## src/rtl/hazard_md_ctrl_if.sv

```systemverilog
// hazard_md_ctrl_if
//   Groups the D/E/M hazard-detection inputs and the scheduler outputs of
//   hazard_md_ctrl into one bundle.
//   master modport : pipeline side (drives stage info, observes stall/md state)
//   slave  modport : hazard_md_ctrl itself
//   Signals:
//     D_rs_addr/D_rt_addr   register numbers read by the D-stage instruction
//     D_tuse_rs/D_tuse_rt   cycles until the operand is needed (3 = unused)
//     D_md                  D instruction needs the multiply/divide unit
//     E_wr_addr/E_tnew      E-stage destination and cycles until its result
//     M_wr_addr/M_tnew      M-stage destination and cycles until its result
//     E_md_start/E_md_div   E instruction starts md unit (div when E_md_div)
//     stall/flush_ex        freeze PC + IF/ID, bubble into ID/EX
//     md_busy/md_cnt        md unit occupied / remaining busy cycles
//     stall_count           saturating count of stalled cycles
//     md_state              debug view of the md FSM (0 = IDLE, 1 = BUSY)
//   No valid/ready handshake is involved: every input is sampled every
//   cycle, and stall/flush_ex respond combinationally in the same cycle.
interface hazard_md_ctrl_if #(
  parameter int CNT_W = 4
);
  logic [4:0]       D_rs_addr;
  logic [4:0]       D_rt_addr;
  logic [1:0]       D_tuse_rs;
  logic [1:0]       D_tuse_rt;
  logic             D_md;
  logic [4:0]       E_wr_addr;
  logic [1:0]       E_tnew;
  logic [4:0]       M_wr_addr;
  logic [1:0]       M_tnew;
  logic             E_md_start;
  logic             E_md_div;
  logic             stall;
  logic             flush_ex;
  logic             md_busy;
  logic [CNT_W-1:0] md_cnt;
  logic [31:0]      stall_count;
  logic             md_state;

  modport master (
    output D_rs_addr, D_rt_addr, D_tuse_rs, D_tuse_rt, D_md,
    output E_wr_addr, E_tnew, M_wr_addr, M_tnew, E_md_start, E_md_div,
    input  stall, flush_ex, md_busy, md_cnt, stall_count, md_state
  );

  modport slave (
    input  D_rs_addr, D_rt_addr, D_tuse_rs, D_tuse_rt, D_md,
    input  E_wr_addr, E_tnew, M_wr_addr, M_tnew, E_md_start, E_md_div,
    output stall, flush_ex, md_busy, md_cnt, stall_count, md_state
  );
endinterface

```

## src/rtl/hazard_md_ctrl.sv

```systemverilog
// hazard_md_ctrl
//   Hazard and multiply/divide scheduler for the 5-stage MIPS pipeline.
//   Each cycle decides whether the D-stage instruction may advance; on a
//   stall the PC and IF/ID hold and ID/EX is cleared so a bubble enters E.
//   A two-state FSM with a down-counter tracks md unit occupancy, and a
//   saturating counter records the number of stalled cycles.
//   Ports:
//     clk    rising-edge system clock
//     reset  asynchronous, active-low reset
//     bus    hazard_md_ctrl_if slave modport (stage info in, stall/md out)
module hazard_md_ctrl #(
  parameter int MULT_CYCLES = 5,
  parameter int DIV_CYCLES  = 10,
  parameter int CNT_W       = 4
) (
  input logic             clk,
  input logic             reset,
  hazard_md_ctrl_if.slave bus
);

  typedef enum logic {
    IDLE = 1'b0,
    BUSY = 1'b1
  } md_state_e;

  localparam logic [CNT_W-1:0] MULT_LOAD = CNT_W'(MULT_CYCLES);
  localparam logic [CNT_W-1:0] DIV_LOAD  = CNT_W'(DIV_CYCLES);
  localparam logic [CNT_W-1:0] CNT_ONE   = CNT_W'(1);

  md_state_e        state_q, state_d;
  logic [CNT_W-1:0] cnt_q, cnt_d;
  logic [31:0]      stall_cnt_q;

  logic rs_hazard;
  logic rt_hazard;
  logic md_hazard;
  logic stall_int;

  // A source operand is hazardous when a younger-than-needed producer in E
  // or M writes it. Register 0 is hard-wired, and Tnew 0 means the value is
  // already forwardable, which the unsigned '>' excludes automatically.
  always_comb begin
    rs_hazard = 1'b0;
    rt_hazard = 1'b0;
    if (bus.D_rs_addr != 5'd0) begin
      rs_hazard = ((bus.E_wr_addr == bus.D_rs_addr) && (bus.E_tnew > bus.D_tuse_rs)) ||
                  ((bus.M_wr_addr == bus.D_rs_addr) && (bus.M_tnew > bus.D_tuse_rs));
    end
    if (bus.D_rt_addr != 5'd0) begin
      rt_hazard = ((bus.E_wr_addr == bus.D_rt_addr) && (bus.E_tnew > bus.D_tuse_rt)) ||
                  ((bus.M_wr_addr == bus.D_rt_addr) && (bus.M_tnew > bus.D_tuse_rt));
    end
  end

  // An md instruction in D must wait while the unit is occupied, including
  // the cycle in which E is starting it (busy only shows up one cycle later).
  assign md_hazard = bus.D_md && (bus.E_md_start || (state_q == BUSY));
  assign stall_int = rs_hazard || rt_hazard || md_hazard;

  assign bus.stall    = stall_int;
  assign bus.flush_ex = stall_int;
  assign bus.md_busy  = (state_q == BUSY);
  assign bus.md_cnt   = cnt_q;
  assign bus.md_state = state_q;
  assign bus.stall_count = stall_cnt_q;

  // md FSM state register
  always_ff @(posedge clk or negedge reset) begin
    if (!reset) begin
      state_q <= IDLE;
      cnt_q   <= '0;
    end else begin
      state_q <= state_d;
      cnt_q   <= cnt_d;
    end
  end

  // md FSM next state. Independent of stall: the E instruction has already
  // issued, so its busy period always runs to completion. A start seen while
  // BUSY is ignored rather than reloading the counter.
  always_comb begin
    state_d = state_q;
    cnt_d   = cnt_q;
    case (state_q)
      IDLE: begin
        if (bus.E_md_start) begin
          state_d = BUSY;
          cnt_d   = bus.E_md_div ? DIV_LOAD : MULT_LOAD;
        end else begin
          cnt_d = '0;
        end
      end
      BUSY: begin
        // '<=' also recovers from a zero count that cannot occur normally.
        if (cnt_q <= CNT_ONE) begin
          state_d = IDLE;
          cnt_d   = '0;
        end else begin
          cnt_d = cnt_q - CNT_ONE;
        end
      end
      default: begin
        state_d = IDLE;
        cnt_d   = '0;
      end
    endcase
  end

  // Stalled-cycle counter; holds at all-ones instead of wrapping.
  always_ff @(posedge clk or negedge reset) begin
    if (!reset) begin
      stall_cnt_q <= '0;
    end else if (stall_int && (stall_cnt_q != 32'hFFFF_FFFF)) begin
      stall_cnt_q <= stall_cnt_q + 32'd1;
    end
  end

endmodule

```

## src/flat_wrapper.sv

```systemverilog
// flat-port wrapper written by rule: the top's interface ports become plain ports
module hazard_md_ctrl_flat 
#(
  parameter int MULT_CYCLES = 5,
  parameter int DIV_CYCLES  = 10,
  parameter int CNT_W       = 4
)
  (clk, reset, bus_D_rs_addr, bus_D_rt_addr, bus_D_tuse_rs, bus_D_tuse_rt, bus_D_md, bus_E_wr_addr, bus_E_tnew, bus_M_wr_addr, bus_M_tnew, bus_E_md_start, bus_E_md_div, bus_stall, bus_flush_ex, bus_md_busy, bus_md_cnt, bus_stall_count, bus_md_state);
  hazard_md_ctrl_if #(.CNT_W(CNT_W)) bus_i ();
  input logic clk;
  input logic reset;
  input wire logic [$bits(bus_i.D_rs_addr)-1:0] bus_D_rs_addr;
  input wire logic [$bits(bus_i.D_rt_addr)-1:0] bus_D_rt_addr;
  input wire logic [$bits(bus_i.D_tuse_rs)-1:0] bus_D_tuse_rs;
  input wire logic [$bits(bus_i.D_tuse_rt)-1:0] bus_D_tuse_rt;
  input wire logic [$bits(bus_i.D_md)-1:0] bus_D_md;
  input wire logic [$bits(bus_i.E_wr_addr)-1:0] bus_E_wr_addr;
  input wire logic [$bits(bus_i.E_tnew)-1:0] bus_E_tnew;
  input wire logic [$bits(bus_i.M_wr_addr)-1:0] bus_M_wr_addr;
  input wire logic [$bits(bus_i.M_tnew)-1:0] bus_M_tnew;
  input wire logic [$bits(bus_i.E_md_start)-1:0] bus_E_md_start;
  input wire logic [$bits(bus_i.E_md_div)-1:0] bus_E_md_div;
  output wire logic [$bits(bus_i.stall)-1:0] bus_stall;
  output wire logic [$bits(bus_i.flush_ex)-1:0] bus_flush_ex;
  output wire logic [$bits(bus_i.md_busy)-1:0] bus_md_busy;
  output wire logic [$bits(bus_i.md_cnt)-1:0] bus_md_cnt;
  output wire logic [$bits(bus_i.stall_count)-1:0] bus_stall_count;
  output wire logic [$bits(bus_i.md_state)-1:0] bus_md_state;
  assign bus_i.D_rs_addr = bus_D_rs_addr;
  assign bus_i.D_rt_addr = bus_D_rt_addr;
  assign bus_i.D_tuse_rs = bus_D_tuse_rs;
  assign bus_i.D_tuse_rt = bus_D_tuse_rt;
  assign bus_i.D_md = bus_D_md;
  assign bus_i.E_wr_addr = bus_E_wr_addr;
  assign bus_i.E_tnew = bus_E_tnew;
  assign bus_i.M_wr_addr = bus_M_wr_addr;
  assign bus_i.M_tnew = bus_M_tnew;
  assign bus_i.E_md_start = bus_E_md_start;
  assign bus_i.E_md_div = bus_E_md_div;
  assign bus_stall = bus_i.stall;
  assign bus_flush_ex = bus_i.flush_ex;
  assign bus_md_busy = bus_i.md_busy;
  assign bus_md_cnt = bus_i.md_cnt;
  assign bus_stall_count = bus_i.stall_count;
  assign bus_md_state = bus_i.md_state;
  hazard_md_ctrl #(.MULT_CYCLES(MULT_CYCLES), .DIV_CYCLES(DIV_CYCLES), .CNT_W(CNT_W)) u_core (.clk(clk), .reset(reset), .bus(bus_i));
endmodule
```

## config.mk

```make
export PLATFORM = sky130hd
export DESIGN_NAME = hazard_md_ctrl_flat
export DESIGN_NICKNAME = d
export VERILOG_FILES = /design/src/rtl/hazard_md_ctrl_if.sv /design/src/rtl/hazard_md_ctrl.sv /design/src/flat_wrapper.sv
export SDC_FILE = /design/constraint.sdc
export NUM_CORES = 1
export LEC_CHECK = 0
export BUFFER_PORTS_ARGS = -buffer_cell sky130_fd_sc_hd__buf_2
export CORE_MARGIN = 2
export CORE_UTILIZATION = 46
export DETAILED_ROUTE_END_ITERATION = 7
export HOLD_SLACK_MARGIN = 0.08
export PLACE_DENSITY = 0.71
export RECOVER_POWER = 50
export REMOVE_ABC_BUFFERS = 1
export SYNTH_ARGS = -nofsm -noshare
export SYNTH_HDL_FRONTEND = slang
export SYNTH_SLANG_ARGS = --single-unit
```

## constraint.sdc

```tcl
create_clock -name clk -period 2.9 [get_ports clk]
set_input_delay 0.145 -clock clk [delete_from_list [all_inputs] [get_ports clk]]
set_output_delay 0.145 -clock clk [all_outputs]
set_load 0.05 [all_outputs]
```

Word-level counts from Yosys, hierarchy flattened
Cells that the tools add are included.

Flip-flop bits (word level): 37. Latch bits: 0. Bits in writable memories: 0. Bits in read-only memories: 0. Input port bits: 33. Output and inout bits: 40. Word-level logic and storage cells: 38. Memories kept: 0.

Add/subtract/negate cells: 2. Multiply operators: 0. Divide/modulo/power cells: 0. $lt $le $gt $ge: 5. Equality and inequality tests: 5. Shifts and indexed selects: 0. Muxes and demuxes: 9. Bitwise operators: 1. Reductions and logical operators: 13.

Operators by type and width (count): 32-bit by 1-bit adder with 32-bit output (second input constant) (1); 32-bit inequality test (second input constant) (1); 5-bit == test (4); 4-bit 2-to-1 mux (3); 5-bit nonzero test (2); 2-bit > comparator (4); 4-bit one-hot mux with 2 select lines (1); 1-bit logical AND (6); 1-bit logical OR (5); 4-bit by 1-bit less-or-equal comparator with 1-bit output (second input constant) (1); 1-bit 2-to-1 mux (4); 4-bit by 1-bit subtractor with 4-bit output (second input constant) (1); 1-bit one-hot mux with 2 select lines (1); 1-bit NOT (1).

Logic depth before layout (Yosys ltp)
Depth after elaboration: 7. Gate-level depth with buffers: 10. Mapped depth without buffers: 9.

Worst setup path after synthesis
No wires, ideal clock.

Path type: register to register. Start point: register u_core.stall_cnt_q[0], in the netlist u_core.bus.stall_count[0]. End point: register u_core.stall_cnt_q[1], in the netlist u_core.bus.stall_count[1]. Library setup time: 0.125 ns. Data arrival time: 2.347 ns. Required time: 2.775 ns. Path slack: 0.429 ns. Stages on the path, launching flop included: 8. Buffers on the path: 0. Clock period less this slack: 2.471 ns. Cell sequence: dfrtp_1 > ha_1 > and4_1 > nand4_1 > nor4_4 > nand2_4 > nand2_1 > mux2_2.

Longest elaborated chain between the ends: 2. Elaborated cells on any way between the ends: 3. Classes of those cells: add/sub: 1; eq/ne: 1; reduce/logical: 1.

RTL lines: from (decl) (line hazard_md_ctrl.sv:32) `logic [31:0] stall_cnt_q;`; from (signal assigned) (line hazard_md_ctrl.sv:114) `stall_cnt_q <= stall_cnt_q + 32'd1;`; branches (longest 2 deep; another with 32-bit by 1-bit adder with 32-bit output).

Parallel ways; which one is timed is not known. A chain may end at the register's enable or synchronous reset.

Worst setup path after layout
Same ends and word-level chain as after synthesis.

==> impl_metrics.py <==
metrics = {
    "power": {
        "design_power_total_w": 0.001749,
        "cell_pwr_density_nw_per_um2": 634.1,
        "static_leakage_nw": 1.193,
        "worst_vdd_rail_ir_drop_uv": 453.8,
    },
    "drt": {
        "route.met2.wl_mm": 2.275,
        "total_vias_in_the_final_route": 1935,
        "number_of_drc_violations_after_detailed_routing": 0,
        "wirelength_mm": 4.923,
        "route.detailed.vias_per_inst": 5.146,
        "initialDrtViolationCount": 61,
        "met3_wirelength_um": 231,
        "route.detailed.wl_per_inst_um": 13.09,
        "wl_met1_mm": 2.357,
        "highest-signal-layer": "met4",
        "ant_nets": 0,
        "detail_route.first_pass.iterations": 4,
    },
    "synthesis": {
        "yosysSeqAreaShare_pct": 40.33,
        "cell_area_after_technology_mapping_um2": 2296,
        "synth-async-reset-ratio_pct": 100.0,
        "yosys_most_used_dff": "sky130_fd_sc_hd__dfrtp_1",
        "netlist.area_leader.share_pct": 40.33,
        "post_synth_main_area_contributors": "sky130_fd_sc_hd__dfrtp_1 40%, sky130_fd_sc_hd__xnor2_1 17%, sky130_fd_sc_hd__ha_1 6.0%, sky130_fd_sc_hd__nand4_1 5.2%, sky130_fd_sc_hd__nand3_1 3.3%",
        "netlist_instances": 232,
        "synth_most_common_cell": "sky130_fd_sc_hd__xnor2_1",
        "ys_types": 40,
        "yosys.area.top_type": "sky130_fd_sc_hd__dfrtp_1",
        "synth_enable_flop_cells": 0,
        "post_synth.cell_area_avg_um2": 9.896,
        "ys_warn_count": 0,
        "netlist_top_cells_count": "44 x sky130_fd_sc_hd__xnor2_1, 37 x sky130_fd_sc_hd__dfrtp_1, 19 x sky130_fd_sc_hd__nand4_1",
        "ys_seq_elements": 37,
    },
    "worst_setup_path": {
        "critPathMaxFanout": 18,
        "path_cells": "ha_1, and4_1, nand4_1, nor4_4, nand2_4, nand2_1, mux2_2",
        "setup.reg_to_reg.worst_slack_ns": 0.49,
        "kind_of_end_point_of_the_critical_path": "flip-flop",
        "crit-reg2reg-launch": "u_core.bus.stall_count[0]$_DFFE_PN0P_",
        "worstRegToRegCells": 7,
        "worst-endpoint-required_ns": 3.08,
        "timing.critical_path.slowest_stage_cell": "sky130_fd_sc_hd__nor4_4",
        "highest_cell_delay_on_the_worst_timing_path_ns": 0.51,
        "crit_path_start_kind": "flip-flop",
        "critPathKind": "reg -> reg",
        "critical_path_arrival_ns": 2.59,
        "worstReg2RegEnd": "u_core.bus.stall_count[1]$_DFFE_PN0P_",
    },
    "global_routing": {
        "antenna_found_initial": 0,
        "grt_pass1_vias": 1685,
        "gr-total-overflow": 0,
        "grt_pass1_wl_mm": 7.514,
        "grt_use_total_pct": 17.85,
        "grt_max_degree": 38,
    },
    "sta": {
        "clock.fmax_mhz": 415.7,
        "hold_viol_final": 0,
        "slew_viol_final": 38,
        "fin_ws_ns": 0.4944,
        "setup_repair_after_global_routing_missed_its_margin": "no",
        "max_slew_margin_pct": -27.30,
        "clock-skew-final_ns": 0.005329,
        "tightest_slew_ns": 1.909,
        "final_period_minus_worst_setup_slack_ns": 2.406,
        "final.period_utilization_pct": 82.95,
        "setup_viol_count_final": 0,
    },
    "clock_network": {
        "cts_buffers": 5,
        "post_cts.repair.setup_buffers": 0,
        "cts_num_sinks": 37,
        "ctsRootBufferMaster": "sky130_fd_sc_hd__clkbuf_8",
        "cts_tree": "done",
        "clkLatencyLatePin_ns": 0.29,
        "cts.clk_slew.worst_paths_ns": 0.07,
        "h-tree-depth": 2,
        "cts.path.max_buffers": 2,
    },
    "finish": {
        "layout-drive-gt1-share_pct": 19.09,
        "final-instance-count-excl-fill": 376,
        "layout.filler_cells": 462,
        "final_net_count": 352,
        "syn2layout_area_growth_pct": 20.16,
        "antenna-diode-count": 0,
    },
    "floorplan": {
        "fp.dieH_um": 74.65,
        "pin_count": 73,
        "die_area_um2": 5573,
        "die_w_um": 74.65,
        "floorplan.core_area_um2": 4755,
        "initial_utilization_pct": 48.29,
        "row_count": 25,
    },
    "min_path": {
        "hold_path_class": "in -> reg",
        "timing.hold.worst_path_depth": 3,
        "hold-path-endpoint": "u_core.bus.md_busy$_DFF_PN0_",
        "hp-start": "bus_E_md_start",
    },
    "placed_design": {
        "placement.io_buffers": 72,
        "place_congestion": 0.7897,
        "placed_cells_incl_taps": 366,
        "half_perimeter_wire_length_of_the_detailed_placement_result_mm": 3.775,
        "pre_cts_slack_ns": 0.4735,
    },
    "status": {
        "violations": "capacitance limit, slew limit",
        "run_status": "finished, violations left",
    },
    "flow_run": {
        "max_cap_viol_count": 1,
    },
}
[flip-flops by register name (all words and copies together) (netlist names)]
register	cells
u_core.bus.md_busy	1
u_core.bus.stall_count	32
u_core.bus.md_cnt	4
[how the worst max path moves through the flow]
stage,startpoint,endpoint,depth (start not counted)
after floorplan,u_core.bus.md_busy$_DFF_PN0_,u_core.bus.stall_count[1]$_DFFE_PN0P_,4
after global placement,u_core.bus.stall_count[0]$_DFFE_PN0P_,u_core.bus.stall_count[1]$_DFFE_PN0P_,7
after detailed placement,u_core.bus.stall_count[0]$_DFFE_PN0P_,u_core.bus.stall_count[1]$_DFFE_PN0P_,7
after CTS,u_core.bus.stall_count[0]$_DFFE_PN0P_,u_core.bus.stall_count[1]$_DFFE_PN0P_,7
after global routing,reset,u_core.bus.stall_count[27]$_DFFE_PN0P_,2
final,u_core.bus.stall_count[0]$_DFFE_PN0P_,u_core.bus.stall_count[1]$_DFFE_PN0P_,7
[cells by family (layout without fill, tap and decap cells)]
group                    after synthesis  count (layout)  synth area share [%]
adder cells (fa/ha/maj)               11              11                 5.994
buffers and inverters                 19              96                 4.196
AO/OA/AOI/OAI                         17              17                 4.197
XOR/XNOR                              51              51                 19.46
flip-flops                            37              37                 40.33
multiplexers                           2               2                0.9809
AND/OR/NAND/NOR                       95              95                 24.85
[area by class of cell]
type | instances | area, µm² | share of cell area [%]
multi-input cells | 176 | 1274 | 46.17
flip-flops and latches | 37 | 925.9 | 33.56
repair buffers | 75 | 346.6 | 12.56
well taps | 67 | 83.83 | 3.039
clock buffers | 8 | 80.08 | 2.902
inverters | 13 | 48.80 | 1.769
[worst max-delay path, delay by kind of cell (launching register included)]
| family | cells | cell delay [ns] |
|---|---|---|
| simple gates | 5 | 1.27 |
| flops | 1 | 0.41 |
| mux | 1 | 0.34 |
| fa+ha+maj | 1 | 0.27 |
[metal layers]
layer  up-vias  GRT usage (%)
li1        972              -
met1       913          25.00
met2        44          27.24
met3         6          3.347
met4         0          7.738
met5         -              0
[through the flow]
stage | hold slack [ns] | TNS [ns] | util, % | cell area (µm²)
floorplan | -0.1506 | -6.119 | - | 2248
global placement | 0.2776 | 0 | 56.79 | 2700
CTS | 0.1194 | 0 | 58.89 | 2800
finish | 0.1252 | 0 | 58.03 | 2759
detailed placement | 0.2873 | 0 | 56.79 | 2700
global route | 0.1258 | 0 | 58.03 | 2759
[where the power goes]
group | switching [W] | internal [W] | total (W)
sequential | 0.0000901 | 0.000594 | 0.000684
clock | 0.000170 | 0.000171 | 0.000340
combinational | 0.000523 | 0.000202 | 0.000726
total | 0.000783 | 0.000966 | 0.00175
[cells in the final DEF (no fill, tap or decap), types with 4 or more instances in the layout]
cell                       Yosys  layout
sky130_fd_sc_hd__dfrtp_1      37      37
sky130_fd_sc_hd__clkbuf_1      0      36
sky130_fd_sc_hd__xor2_1        7       7
sky130_fd_sc_hd__nand3_1      15      15
sky130_fd_sc_hd__nand2_1      17      17
sky130_fd_sc_hd__clkbuf_8      0       5
sky130_fd_sc_hd__inv_1        13      13
sky130_fd_sc_hd__nand4_1      19      19
sky130_fd_sc_hd__buf_2         2      39
sky130_fd_sc_hd__nor3_1        5       5
sky130_fd_sc_hd__a21oi_1       4       4
sky130_fd_sc_hd__xnor2_1      44      44
sky130_fd_sc_hd__o21ai_0       7       7
sky130_fd_sc_hd__ha_1         11      11
sky130_fd_sc_hd__nor2_1        9       9
[timing repair]
action,CTS,global route
hold endpoints to repair,39,0
gates resized for setup,0,0
hold buffers,2,0
No activity file was read; power rests on OpenSTA's default activity.
